### src/rtl/io_bridge.sv
// io_bridge: bridge between the CPU data port and up to six memory-mapped
// peripherals, with a small interrupt controller and bus-error capture.
//
// Ports:
//   CLK, RST          clock (rising edge), asynchronous active-high reset
//   CPU_Addr/WD/WE/RE CPU byte address, write data, write and read strobes
//   CPU_RD            combinational read data (device, control reg, or all ones)
//   DEV_Addr          word index inside a device window (CPU_Addr[3:2])
//   DEV_WD            write data forwarded to every device
//   DEV_WE            one-hot per-device write strobe
//   DEV_RD            packed device read data, device k at [32k+31:32k]
//   DEV_Int           raw device interrupt requests
//   HWInt             registered masked pending interrupts, bits >= NDEV zero
//
// Control window (word index CPU_Addr[3:2]):
//   0 IMASK  R/W      1 IPEND  RO level / W1C edge
//   2 ERRADDR RO      3 ERRCNT saturating, any write clears
module io_bridge #(
  parameter int unsigned NDEV      = 2,
  parameter logic [31:0] BASE      = 32'h00007F00,
  parameter int unsigned NWORDS    = 3,
  parameter logic [31:0] CTRL_BASE = 32'h00007F80,
  parameter logic [5:0]  EDGE_MASK = 6'b000000
) (
  input  logic                 CLK,
  input  logic                 RST,
  input  logic [31:0]          CPU_Addr,
  input  logic [31:0]          CPU_WD,
  input  logic                 CPU_WE,
  input  logic                 CPU_RE,
  output logic [31:0]          CPU_RD,
  output logic [1:0]           DEV_Addr,
  output logic [31:0]          DEV_WD,
  output logic [NDEV-1:0]      DEV_WE,
  input  logic [32*NDEV-1:0]   DEV_RD,
  input  logic [NDEV-1:0]      DEV_Int,
  output logic [5:0]           HWInt
);

  logic [31:0]     addr_w;
  logic [1:0]      word;
  logic [NDEV-1:0] hit;
  logic            hit_c;
  logic            bus_err;
  logic            wr_ctrl;

  logic [NDEV-1:0] imask;
  logic [NDEV-1:0] pend;
  logic [NDEV-1:0] pend_next;
  logic [NDEV-1:0] int_q;
  logic [31:0]     erraddr;
  logic [7:0]      errcnt;
  logic [31:0]     ctrl_rd;
  logic [5:0]      hw_next;
  logic [NDEV-1:0] edge_ch;
  logic [NDEV-1:0] w1c;
  logic [NDEV-1:0] rise;

  assign addr_w   = {CPU_Addr[31:2], 2'b00};
  assign word     = CPU_Addr[3:2];
  assign DEV_Addr = word;
  assign DEV_WD   = CPU_WD;
  assign edge_ch  = EDGE_MASK[NDEV-1:0];

  // Address decode: each device window covers only its implemented words,
  // so addresses in the hole words fall through to the bus-error path.
  always_comb begin
    hit = '0;
    for (int unsigned k = 0; k < NDEV; k++) begin
      hit[k] = (addr_w >= BASE + 32'(16 * k)) &&
               (addr_w <  BASE + 32'(16 * k + 4 * NWORDS));
    end
  end

  assign hit_c   = (addr_w >= CTRL_BASE) && (addr_w < CTRL_BASE + 32'd16);
  assign bus_err = (CPU_WE | CPU_RE) & ~(|hit) & ~hit_c;
  assign wr_ctrl = CPU_WE & hit_c;
  assign DEV_WE  = hit & {NDEV{CPU_WE}};

  always_comb begin
    ctrl_rd = '0;
    case (word)
      2'd0:    ctrl_rd[NDEV-1:0] = imask;
      2'd1:    ctrl_rd[NDEV-1:0] = pend;
      2'd2:    ctrl_rd           = erraddr;
      default: ctrl_rd[7:0]      = errcnt;
    endcase
  end

  always_comb begin
    CPU_RD = '1;
    if (hit_c) CPU_RD = ctrl_rd;
    for (int unsigned k = 0; k < NDEV; k++) begin
      if (hit[k]) CPU_RD = DEV_RD[32*k +: 32];
    end
  end

  // Edge channels: a fresh rising edge in the same cycle as a W1C keeps
  // the bit set. Level channels simply track the raw request.
  assign w1c  = (wr_ctrl && word == 2'd1) ? CPU_WD[NDEV-1:0] : '0;
  assign rise = DEV_Int & ~int_q;

  always_comb begin
    pend_next = '0;
    for (int unsigned k = 0; k < NDEV; k++) begin
      if (edge_ch[k]) pend_next[k] = rise[k] | (pend[k] & ~w1c[k]);
      else            pend_next[k] = DEV_Int[k];
    end
  end

  always_comb begin
    hw_next = '0;
    hw_next[NDEV-1:0] = pend & imask;
  end

  always_ff @(posedge CLK or posedge RST) begin
    if (RST) begin
      imask   <= '1;
      pend    <= '0;
      int_q   <= '0;
      HWInt   <= '0;
      erraddr <= '0;
      errcnt  <= '0;
    end else begin
      int_q <= DEV_Int;
      pend  <= pend_next;
      HWInt <= hw_next;
      if (wr_ctrl && word == 2'd0) imask <= CPU_WD[NDEV-1:0];
      if (bus_err) erraddr <= CPU_Addr;
      // A control-window write is a hit, so clear and count never coincide.
      if (wr_ctrl && word == 2'd3)          errcnt <= '0;
      else if (bus_err && errcnt != 8'hFF)  errcnt <= errcnt + 8'd1;
    end
  end

endmodule

### config.mk
export PLATFORM = sky130hd
export DESIGN_NAME = io_bridge
export DESIGN_NICKNAME = d
export VERILOG_FILES = /design/src/rtl/io_bridge.sv
export SDC_FILE = /design/constraint.sdc
export NUM_CORES = 1
export LEC_CHECK = 0
export ABC_AREA = 1
export CORE_ASPECT_RATIO = 1.75
export CORE_MARGIN = 3
export CORE_UTILIZATION = 40
export CTS_BUF_LIST = sky130_fd_sc_hd__clkbuf_8
export DETAILED_ROUTE_END_ITERATION = 12
export GPL_TIMING_DRIVEN = 0
export PLACE_DENSITY = 0.84
export SLEW_MARGIN = 15
export SYNTH_ARGS = -nofsm -noshare
export SYNTH_HDL_FRONTEND = slang
export SYNTH_SLANG_ARGS = --single-unit
### constraint.sdc
create_clock -name CLK -period 1.9 [get_ports CLK]
set_input_delay 0.38 -clock CLK [delete_from_list [all_inputs] [get_ports CLK]]
set_output_delay 0.38 -clock CLK [all_outputs]
set_load 0.01 [all_outputs]
==> flow_metrics.env <==
export IMPL_hp_start="CPU_Addr[27]"
export IMPL_fmax_mhz=442.9
export IMPL_skew_ns=0.0005702
export IMPL_hold_class="in -> reg"
export IMPL_p_leak_uw=0.003018
export IMPL_holdPathStages=3
export IMPL_wl_met2_um=9227
export IMPL_ios=208
export IMPL_wl_met1_um=5151
export IMPL_antenna_cells=0
export IMPL_rrSetupSlack_ns=0.36
export IMPL_maxSlewViolCount=0
export IMPL_hold_violations=0
export IMPL_seq_area_um2=1154
export IMPL_wirelength_um=17080
export IMPL_violations="setup timing"
export IMPL_start_kind="primary input"
export IMPL_place_ws_ns=-1.233
export IMPL_cts_made_buffers=5
export IMPL_area_growth_pct=82.01
export IMPL_ant_nets=0
export IMPL_p_per_area_nw_per_um2=434.1
export IMPL_setup_violations_final=32
export IMPL_clk_latency_ns=0.32
export IMPL_antenna_found_initial=0
export IMPL_cts_tree="yes"
export IMPL_netlist_instances=528
export IMPL_cp_data_arrival_time_ns=1.88
export IMPL_ys_warn_count=0
export IMPL_crit_type="in -> out"
export IMPL_rr_worst_depth=7
export IMPL_drive_gt1_share_pct=42.50
export IMPL_ys_ff_latch=46
export IMPL_dr_wl_met3_um=1577
export IMPL_max_slew_margin_pct=62.05
export IMPL_fin_ws_ns=-0.3578
export IMPL_crit_path_end_kind="output pin"
export IMPL_synth_main_ff_cell="dfrtp_1"
export IMPL_port_buffers=172
export IMPL_fin_area_um2=6595
export IMPL_clkTransAtPathRegs_ns=0.08
export IMPL_status="finished, violations left"
export IMPL_cp_required_ns=1.52
export IMPL_min_period_ns=2.258
export IMPL_grt_max_degree=25
export IMPL_placed_cell_area_um2=5572
export IMPL_cts_root_buf="clkbuf_8"
export IMPL_r2r_start="errcnt[0]"
export IMPL_vias=4880
export IMPL_drt_first_pass_iters=5
export IMPL_r2r_end="errcnt[3]"
export IMPL_cap_violations=0
export IMPL_syn_avg_cell_area_um2=6.863
export IMPL_grt_pass1_wl_um=23330
export IMPL_gr_total_overflow=0
export IMPL_place_gp_congestion=0.9171
export IMPL_htree_levels=2
export IMPL_highest_layer="met4"
export IMPL_die_w_um=77.95
export IMPL_hold_buffers=0
export IMPL_die_h_um=131.9
export IMPL_wl_per_cell_um=19.32
export IMPL_num_rows=45
export IMPL_final_nets=901
export IMPL_grt_usage_pct=28.71
export IMPL_first_iter_violations=424
export IMPL_synth_cell_type_count=32
export IMPL_clockBufferDepth=2
export IMPL_syn_cell_area_um2=3623
export IMPL_fill_cells=595
export IMPL_setup_tns_ns=-7.781
export IMPL_viasPerCell=5.520
export IMPL_peakVddDrop_mv=0.6657
export IMPL_design_core_area_um2=8727
export IMPL_ys_seq_area_share_pct=31.84
export IMPL_first_global_vias=4753
export IMPL_drc=0
export IMPL_fin_util_pct=75.57
export IMPL_dieArea_um2=10280
export IMPL_rsz0062_at_grt="yes"
export IMPL_multi_input_comb_area_um2=2336
export IMPL_async_flop_share_pct=100.0
export IMPL_cts_sinks=46
export IMPL_critPathMaxFanout=5
export IMPL_hpwl_um=11080
export IMPL_initial_core_util_pct=41.52
export IMPL_holdPathEnd="erraddr[27]"
export IMPL_worst_pin_slew_ns=0.5685
export IMPL_synth_edff_count=0
export IMPL_post_route_period_util_pct=118.8
-- metal layers --
layer  vias to the layer above  track usage (%)
met5                         -                0
met4                         0            13.72
met3                       101            6.019
met2                       354            55.92
met1                      2273            27.55
li1                       2152                -
-- state kept, by name, indices dropped and copies added (netlist names) --
name     cells
pend         2
HWInt        2
errcnt       8
erraddr     32
imask        2
-- metrics by stage --
step,power (µW),std cells,hold slack [ns]
after floorplan,1579,531,0.4114
after detailed placement,1996,821,0.4685
after global routing,2976,884,0.2967
after CTS,2774,871,0.2871
after global placement,1957,820,0.4503
final,2863,884,0.3029
-- final cells by class --
cell class | count | area share, %
clock buffer | 5 | 1.043
tap | 117 | 2.220
inverter | 36 | 2.732
timing repair buffer | 229 | 32.04
sequential | 46 | 17.49
buffer | 64 | 8.480
multi-input combinational | 384 | 35.42
clock inverter | 3 | 0.5692
-- synth_stat cells, types with 2 or more instances --
cell type / number / share of area, %
o21ai_0: 11 / 1.5
nor3_1: 2 / 0.28
buf_2: 9 / 1.2
nand3_2: 2 / 0.55
nor2_2: 10 / 1.7
a21oi_2: 9 / 2.2
nand2_4: 2 / 0.62
nand4_1: 5 / 0.86
nand3_1: 62 / 8.6
dfrtp_1: 44 / 30
inv_2: 3 / 0.31
inv_1: 31 / 3.2
xor2_1: 6 / 1.5
nand2_2: 2 / 0.35
buf_6: 4 / 1.2
nand2_1: 120 / 12
nor2_1: 62 / 6.4
o211ai_1: 5 / 1.0
a21oi_1: 62 / 8.6
o21ai_2: 10 / 2.4
buf_4: 44 / 9.1
o21ai_1: 4 / 0.55
nor2_4: 3 / 0.93
clkbuf_1: 7 / 0.73
dfstp_2: 2 / 1.5
-- worst max-delay path, stage by stage --
cell and delay [ns]:
buf_2 0.17, nand2_2 0.10, nor2_4 0.12, nand4_1 0.20, nor2_4 0.20, buf_6 0.15
buf_6 0.12, o211ai_1 0.11, nand2_1 0.13, a21oi_2 0.06, buf_2 0.14
-- worst max path at each step --
stage          slack [ns]          to         start  cells after the start
3_3_place_gp        -1.25  CPU_RD[15]   CPU_Addr[2]                     11
4_1_cts             -0.25  CPU_RD[15]  CPU_Addr[25]                     12
3_5_place_dp        -1.23  CPU_RD[15]   CPU_Addr[2]                     11
6_report            -0.36   CPU_RD[4]  CPU_Addr[11]                     11
2_1_floorplan       0.008   CPU_RD[3]   CPU_Addr[3]                      9
5_1_grt             -0.39   CPU_RD[4]  CPU_Addr[11]                     11
-- placed cells by master (no fill, tap or decap), types with 11 or more instances in the layout --
cell type | netlist | final
buf_6 | 4 | 24
nor2_4 | 3 | 17
nand2_1 | 120 | 103
inv_1 | 31 | 28
o21ai_2 | 10 | 11
a21oi_1 | 62 | 21
nand3_1 | 62 | 58
nor2_1 | 62 | 40
clkdlybuf4s50_1 | 0 | 109
nand2_2 | 2 | 14
buf_4 | 44 | 89
dfrtp_1 | 44 | 44
nor2_2 | 10 | 18
buf_8 | 0 | 12
a21oi_2 | 9 | 45
buf_2 | 9 | 43
-- logic make-up after synthesis --
| family | synth area share [%] |
|---|---|
| AOI/OAI and AO/OA | 16.71 |
| xor gates and xnor gates | 1.450 |
| adders and majority gates | 0.3452 |
| buffers and inverters | 16.26 |
| DFF | 31.84 |
| other | 0.1035 |
| and+or+nand+nor | 33.29 |
-- power breakdown --
group,internal (µW),leakage [µW],switching (µW)
Sequential,1090,0.000552,98.2
Combinational,500,0.00241,436
Clock,383,0.0000607,353
Total,1980,0.00302,888
-- what timing repair did --
item | CTS | global route
pin swaps | 40 | 42
endpoints found under the hold margin | 0 | 0
gates resized for setup | 358 | 112
setup endpoints to repair | 57 | 43
gates cloned | 4 | 4
setup buffers | 38 | 15
(Power assumes the default switching activity.)
